[config.mk]
export PLATFORM = sky130hd
export DESIGN_NAME = snac_db15_scan
export DESIGN_NICKNAME = d
export VERILOG_FILES = /design/src/rtl/snac_db15_scan.sv
export SDC_FILE = /design/constraint.sdc
export NUM_CORES = 1
export LEC_CHECK = 0
export CAP_MARGIN = 10
export CORE_ASPECT_RATIO = 0.6
export CORE_UTILIZATION = 57
export CTS_CLUSTER_DIAMETER = 100
export DETAILED_ROUTE_END_ITERATION = 7
export GPL_TIMING_DRIVEN = 0
export PLACE_DENSITY = 0.89
export SLEW_MARGIN = 40
export SYNTH_ARGS = -nofsm -noshare
export SYNTH_HDL_FRONTEND = slang
export SYNTH_SLANG_ARGS = --single-unit
[constraint.sdc]
create_clock -name clk_50 -period 3.23 [get_ports clk_50]
set_input_delay 0.323 -clock clk_50 [delete_from_list [all_inputs] [get_ports clk_50]]
set_output_delay 0.323 -clock clk_50 [all_outputs]
set_load 0.1 [all_outputs]
[src/rtl/snac_db15_scan.sv]
// snac_db15_scan -- scanner for a DB15 SNAC controller adapter built from a
// chain of 74HC165 shift registers (24 button bits, two players).
//
// Each frame runs: LOAD (parallel-load strobe low), then SHIFT (24 bit slots,
// each a low half-phase and then a high half-phase of JOY_CLK), then LATCH
// (one cycle: publish the capture and pulse frame_done), then GAP (idle).
// The frame period is 2*HALF_PERIOD*25 + 1 + GAP_CYCLES clk_50 cycles.
//
// Parameters:
//   HALF_PERIOD  clk_50 cycles per JOY_CLK half-phase (2..255)
//   GAP_CYCLES   idle cycles between frames (1..1023)
//
// Ports:
//   clk_50       the only clock; all logic on its rising edge
//   RESET_L      asynchronous, active-low reset
//   JOY_DATA     serial data from the chain, active-low (0 = pressed)
//   JOY_CLK      shift clock to the chain (registered, glitch-free)
//   JOY_LOAD     parallel-load strobe to the chain, active-low (registered)
//   joystick1    player-1 buttons, active-high, [11:0] live, [15:12] = 0
//   joystick2    player-2 buttons, same format
//   frame_done   one-cycle pulse in the LATCH cycle
//
// Optional feature (macro SNAC_DB15_DEBOUNCE_EN): when defined, the outputs
// only take a new capture if it equals the previous frame's capture; the
// first frame after reset never updates. When undefined, every LATCH loads.
module snac_db15_scan #(
  parameter int HALF_PERIOD = 16,
  parameter int GAP_CYCLES  = 64
) (
  input  logic        clk_50,
  input  logic        RESET_L,
  input  logic        JOY_DATA,
  output logic        JOY_CLK,
  output logic        JOY_LOAD,
  output logic [15:0] joystick1,
  output logic [15:0] joystick2,
  output logic        frame_done
);

  // Phase counter counts down to zero; each constant is "length - 1".
  localparam logic [9:0] LOAD_LAST = 10'(2 * HALF_PERIOD - 1);
  localparam logic [9:0] HALF_LAST = 10'(HALF_PERIOD - 1);
  localparam logic [9:0] GAP_LAST  = 10'(GAP_CYCLES - 1);
  localparam logic [4:0] NUM_SLOTS = 5'd24;

  typedef enum logic [2:0] {IDLE, LOAD, SHIFT, LATCH, GAP} state_t;

  state_t      state_q, state_d;
  logic [9:0]  phase_q, phase_d;
  logic [4:0]  bit_q, bit_d;          // current slot, saturates at 24
  logic        low_q, low_d;          // in SHIFT: 1 = JOY_CLK low half-phase
  logic [1:0]  sync_q, sync_d;        // JOY_DATA synchronizer
  logic [23:0] capture_q, capture_d;
  logic [23:0] buttons_q, buttons_d;
  logic        joy_clk_q, joy_clk_d;
  logic        joy_load_q, joy_load_d;
  logic        frame_done_q, frame_done_d;
`ifdef SNAC_DB15_DEBOUNCE_EN
  logic [23:0] prev_q, prev_d;
  logic        prev_valid_q, prev_valid_d;
`endif

  always_comb begin
    state_d      = state_q;
    phase_d      = phase_q;
    bit_d        = bit_q;
    low_d        = low_q;
    sync_d       = {sync_q[0], JOY_DATA};
    capture_d    = capture_q;
    buttons_d    = buttons_q;
`ifdef SNAC_DB15_DEBOUNCE_EN
    prev_d       = prev_q;
    prev_valid_d = prev_valid_q;
`endif

    unique case (state_q)
      IDLE: begin
        state_d = LOAD;
        phase_d = LOAD_LAST;
      end
      LOAD: begin
        if (phase_q == '0) begin
          state_d = SHIFT;
          phase_d = HALF_LAST;
          low_d   = 1'b1;
          bit_d   = '0;
        end else begin
          phase_d = phase_q - 10'd1;
        end
      end
      SHIFT: begin
        if (phase_q != '0) begin
          phase_d = phase_q - 10'd1;
        end else if (low_q) begin
          // Last cycle of the low half-phase: the chain output has been
          // stable for the whole half-phase, so take the synchronized bit.
          for (int k = 0; k < 24; k++) begin
            if (bit_q == 5'(k)) begin
              capture_d[k] = ~sync_q[1];
            end
          end
          low_d   = 1'b0;
          phase_d = HALF_LAST;
        end else begin
          bit_d = (bit_q == NUM_SLOTS) ? bit_q : bit_q + 5'd1;
          if (bit_q == NUM_SLOTS - 5'd1) begin
            // Publish on the edge entering LATCH so the new buttons and
            // frame_done become visible in the same cycle.
            state_d = LATCH;
            phase_d = '0;
`ifdef SNAC_DB15_DEBOUNCE_EN
            if (prev_valid_q && (capture_q == prev_q)) begin
              buttons_d = capture_q;
            end
            prev_d       = capture_q;
            prev_valid_d = 1'b1;
`else
            buttons_d = capture_q;
`endif
          end else begin
            low_d   = 1'b1;
            phase_d = HALF_LAST;
          end
        end
      end
      LATCH: begin
        state_d = GAP;
        phase_d = GAP_LAST;
      end
      GAP: begin
        if (phase_q == '0) begin
          state_d = LOAD;
          phase_d = LOAD_LAST;
        end else begin
          phase_d = phase_q - 10'd1;
        end
      end
      default: state_d = IDLE;
    endcase

    // Chain-facing pins are decoded from the next state and registered.
    joy_load_d   = (state_d != LOAD);
    joy_clk_d    = !((state_d == SHIFT) && low_d);
    frame_done_d = (state_d == LATCH);
  end

  always_ff @(posedge clk_50 or negedge RESET_L) begin
    if (!RESET_L) begin
      state_q      <= IDLE;
      phase_q      <= '0;
      bit_q        <= '0;
      low_q        <= 1'b0;
      sync_q       <= 2'b11;
      capture_q    <= '0;
      buttons_q    <= '0;
      joy_clk_q    <= 1'b1;
      joy_load_q   <= 1'b1;
      frame_done_q <= 1'b0;
`ifdef SNAC_DB15_DEBOUNCE_EN
      prev_q       <= '0;
      prev_valid_q <= 1'b0;
`endif
    end else begin
      state_q      <= state_d;
      phase_q      <= phase_d;
      bit_q        <= bit_d;
      low_q        <= low_d;
      sync_q       <= sync_d;
      capture_q    <= capture_d;
      buttons_q    <= buttons_d;
      joy_clk_q    <= joy_clk_d;
      joy_load_q   <= joy_load_d;
      frame_done_q <= frame_done_d;
`ifdef SNAC_DB15_DEBOUNCE_EN
      prev_q       <= prev_d;
      prev_valid_q <= prev_valid_d;
`endif
    end
  end

  assign JOY_CLK    = joy_clk_q;
  assign JOY_LOAD   = joy_load_q;
  assign frame_done = frame_done_q;
  assign joystick1  = {4'b0000, buttons_q[11:0]};
  assign joystick2  = {4'b0000, buttons_q[23:12]};

endmodule

Word level (Yosys, flattened, before mapping)
Index checks and enable logic that the tools add are counted.
{"block": "op_classes", "add_sub_neg": 2, "eq_ne": 35, "n_mux": 22, "bitwise_logic": 3, "reduce_logical": 34}
{"operator": "4-bit AND reduction", "n": 25}
{"operator": "10-bit one-hot mux with 5 select lines", "n": 1}
{"operator": "5-bit == test (second input constant)", "n": 9}
{"operator": "5-bit by 4-bit == test with 1-bit output (second input constant)", "n": 8}
{"operator": "10-bit two-way mux", "n": 3}
{"operator": "5-bit by 3-bit == test with 1-bit output (second input constant)", "n": 4}
{"operator": "5-bit two-way mux", "n": 4}
{"operator": "3-bit two-way mux", "n": 5}
{"operator": "3-bit one-hot mux with 5 select lines", "n": 1}
{"operator": "3-bit by 2-bit == test with 1-bit output (second input constant)", "n": 4}
{"operator": "5-bit by 2-bit == test with 1-bit output (second input constant)", "n": 2}
{"operator": "10-bit zero test", "n": 1}
{"operator": "5-bit one-hot mux with 2 select lines", "n": 1}
{"operator": "10-bit nonzero test", "n": 1}
{"operator": "10-bit by 1-bit subtractor with 10-bit output (second input constant)", "n": 1}
{"operator": "4-bit two-way mux", "n": 2}
{"operator": "2-bit inequality test (second input constant)", "n": 4}
{"operator": "5-bit by 1-bit adder with 5-bit output (second input constant)", "n": 1}
{"operator": "5-bit by 1-bit == test with 1-bit output (second input constant)", "n": 1}
{"operator": "5-bit zero test", "n": 1}
{"operator": "5-bit AND reduction", "n": 1}
{"operator": "5-bit nonzero test", "n": 1}
{"operator": "1-bit two-way mux", "n": 4}
{"operator": "3-bit by 1-bit == test with 1-bit output (second input constant)", "n": 1}
{"operator": "8 further kinds", "n": 10}
{"block": "word_totals", "regBits": 72, "input_bits": 3, "out_inout_bits": 35, "word_cells": 129}

Longest topological paths before layout
{"block": "logic_depth", "word_depth": 8, "ltp_mapped": 9, "depth_no_buf": 7}

Least setup slack after synthesis
Ideal clock, no wire load.
{"block": "synth_path", "kind": "register -> register", "startpoint": "reg phase_q[0]", "endpoint": "reg buttons_q[10]", "setup_time_ps": 125, "arrival_ps": 2335, "required_time_ps": 3105, "slack_ps": 769, "path_stages_with_launch": 10, "n_path_buf": 2, "period_less_slack_ps": 2461, "cell_sequence": "dfrtp_1 -> inv_1 -> ha_1 -> or4b_1 -> clkbuf_1 -> nor3_4 -> nand4_4 -> inv_2 -> buf_4 -> mux2_2"}
{"block": "synth_between", "elab_chain_len": 3}
{"element": "start: declaration", "line": "49", "source": "logic [9:0] phase_q, phase_d;"}
{"element": "start signal: assignment", "line": "165", "source": "phase_q <= phase_d;"}
{"element": "10-bit nonzero test", "line": "92", "source": "if (phase_q != '0) begin"}
{"element": "1-bit NOT (no source line)"}
{"element": "4-bit AND reduction (no source line)"}
{"element": "end signal: assignment", "line": "170", "source": "buttons_q <= buttons_d;"}
{"element": "end: declaration", "line": "54", "source": "logic [23:0] buttons_q, buttons_d;"}
Every way passes these cells.
A chain may end at the register's enable or synchronous reset.

Worst setup path in the final report
{"block": "layout_path", "startpoint": "reg phase_q[0]", "endpoint": "reg buttons_q[12]"}
The elaborated chain is that of the path after synthesis.

==> key figures <==
Status
  • Outcome: finished clean

Global route
  • GRT Residual Overflow: 0
  • Global-route wire length before repair: 12000 um
  • Largest net degree at the start of global routing: 42
  • Vias in the first global route: 2382
  • Initial antenna violation count: 0
  • GRT Util Overall: 23.7%

Yosys
  • Prevailing post-synth register cell: dfrtp_1
  • Sequential fraction of the synthesis area: 49.9%
  • Distinct cell type count after synthesis: 62
  • Syn_area_per_cell: 10.9 um2
  • Synthesized instance count: 333
  • Synth Register Bits: 72
  • Mapped Area: 3620 um2
  • Post-synth ARST share: 100%
  • Synth warn: 0
  • Post-synth EDFFs: 0

Clock tree
  • Bufs on Longest Clock Path: 2
  • CTS tree: built
  • Clock slew at the register clock pins of the worst setup and hold paths: 70 ps
  • Post-CTS Setup Bufs: 0
  • Skew-Pair Late Insertion Delay: 350 ps
  • Sinks on Clock Net: 72
  • Num CTS Buffers: 9
  • Hold-fix buffers, CTS: 1
  • CTS H-Tree Depth: 3
  • Post-cts resize count: 0
  • Clock root cell: clkbuf_8

Placed design
  • Cell Area, Placed: 3930 um2
  • GP Congestion: 0.909
  • HPWL Detailed: 5130 um
  • DP Worst Slack: 356 ps
  • Port buffer count: 29

Cells and area
  • Most common cell after layout, fill and taps aside: dfrtp_1
  • Fin nets: 392
  • Filler cell count: 487
  • N_diodes: 0
  • Share of layout cells above drive strength 1: 24.1%
  • Post-layout instance area: 4110 um2
  • Most frequent cells in the layout: 68 x dfrtp_1, 35 x inv_1, 29 x mux2i_1, 28 x buf_2
  • Area delta synth->final: 13.5%

Die
  • I/O pin count: 38
  • Die Y: 63.8 um
  • Die ar.: 6690 um2
  • Core area: 6110 um2
  • Initial Util: 59.3%
  • Die Span X: 105 um
  • Site row count: 22

Power
  • Maximum vdd ir drop: 0.000238 V
  • P per Cell Area: 394 nW/um2
  • LEAKAGE: 2.12 nW

Drt
  • Routed wire length per instance: 15.3 um
  • Vias/cell: 5.68
  • Routed Antenna Nets: 0
  • Met2 Wirelength: 2970 um
  • Detail Route met3 WL: 503 um
  • Total Wirelength: 7170 um
  • Routed length on met1: 3600 um
  • Initial DRC count: 338
  • Router iterations before antenna repair: 5
  • Max Used Layer: met4
  • DRC viols: 0
  • Routed vias: 2671

Worst setup path
  • Critical Path End Type: register
  • WP data arrival: 3120 ps
  • Critical-path maximum fanout: 10
  • Setup crit start kind: register
  • CP required: 3460 ps
  • Critical path type: reg2reg

STA
  • Final Cycle Share: 89.4%
  • Setup TNS: 0 ps
  • Fmax: 0.346 GHz
  • Worst Skew: 9.21 ps
  • Max_slew headroom: 42.5%
  • Worst-Margin Slew: 860 ps
  • Final WS setup: 341 ps
  • Final Critical Period: 2890 ps
  • Final Hold Fails: 0
  • Count of final max-slew check failures: 0
  • Setup violations, final: 0
  • RSZ-0062 raised after global routing: no

Min path
  • Worst Hold Class: reg2reg

Job
  • Max Cap Viol: 0
==> state kept, by name, summed over array words and instances, names as in the netlist <==
signal and count:
bit_q 5, JOY_CLK 1, capture_q 24, frame_done 1, sync_q 2, JOY_LOAD 1
state_q 3, low_q 1, buttons_q 24, phase_q 10
==> critical path, stage by stage (launching register included) <==
cell	delay (ps)
dfrtp_1	430
inv_1	100
ha_1	150
or4b_1	420
clkbuf_1	220
nor3_4	400
nand4_4	240
inv_2	240
buf_4	220
mux2_2	350
==> layer usage <==
metal | vias to the layer above | track usage [%]
met5 | - | 0
met4 | 0 | 6.87
met3 | 11 | 6.53
met2 | 108 | 32.6
met1 | 1300 | 36.2
li1 | 1252 | -
==> synth_stat cells, drive strengths merged, types with 5 or more instances <==
master | count | area share, %
mux2 | 25 | 7.9
o21ai | 5 | 0.69
nand2 | 11 | 1.1
nand4 | 6 | 1.5
nor2b | 6 | 1.0
a21oi | 7 | 0.97
ha | 7 | 2.4
nor3 | 6 | 1.1
buf | 13 | 2.8
clkbuf | 14 | 1.5
nand3 | 23 | 3.2
dfrtp | 68 | 47
nor2 | 20 | 2.1
mux2i | 29 | 8.0
inv | 36 | 3.7
==> stage by stage <==
| step | utilization [%] | cells | hold slack [ps] | power [mW] |
|---|---|---|---|---|
| after floorplan | - | 340 | 27.4 | 0.975 |
| after CTS | 67.3 | 470 | 358 | 1.63 |
| after global placement | 66.2 | 453 | 347 | 0.996 |
| after global routing | 67.3 | 470 | 366 | 1.68 |
| after detailed placement | 64.3 | 454 | 219 | 1.00 |
| final | 67.3 | 470 | 358 | 1.62 |
==> worst paths after layout <==
kind | start | end | cells after the start | slack (ps)
worst max-delay path | phase_q[0] | buttons_q[12] | 9 | 340
worst min-delay path | sync_q[0] | sync_q[1] | 0 | 360
worst max register to register | phase_q[0] | buttons_q[12] | 9 | 340
worst min register to register | sync_q[0] | sync_q[1] | 0 | 360
max in group asynchronous | RESET_L | sync_q[1] | 3 | 2270
min in group asynchronous | RESET_L | capture_q[23] | 2 | 410
==> power breakdown <==
part           switching, mW  internal, mW  total [mW]
sequential           0.00195         0.904       0.906
clock                  0.323         0.314       0.637
combinational         0.0629        0.0137      0.0766
==> logic make-up (layout without fill, tap and decap cells) <==
group	Yosys count	after routing	synth area share, %
AO/OA/AOI/OAI	38	38	7.53
XOR/XNOR	4	4	0.967
adder cells (fa/ha/maj)	7	7	2.42
buffers and inverters	63	109	8.01
flip-flops	72	72	49.9
multiplexers	54	54	15.9
other	1	8	0.103
AND/OR/NAND/NOR	94	94	15.2
==> cell type report <==
cell class | count | area (um2) | share of cell area (%)
Multi-Input combinational cell | 205 | 1550 | 37.7
Inverter | 36 | 135 | 3.28
Sequential cell | 72 | 1810 | 43.9
Clock buffer | 12 | 155 | 3.77
Buffer | 27 | 155 | 3.77
Timing Repair Buffer | 31 | 186 | 4.53
Tap cell | 84 | 105 | 2.55
Clock inverter | 3 | 17.5 | 0.426
Power figures use the tool's default switching activity.
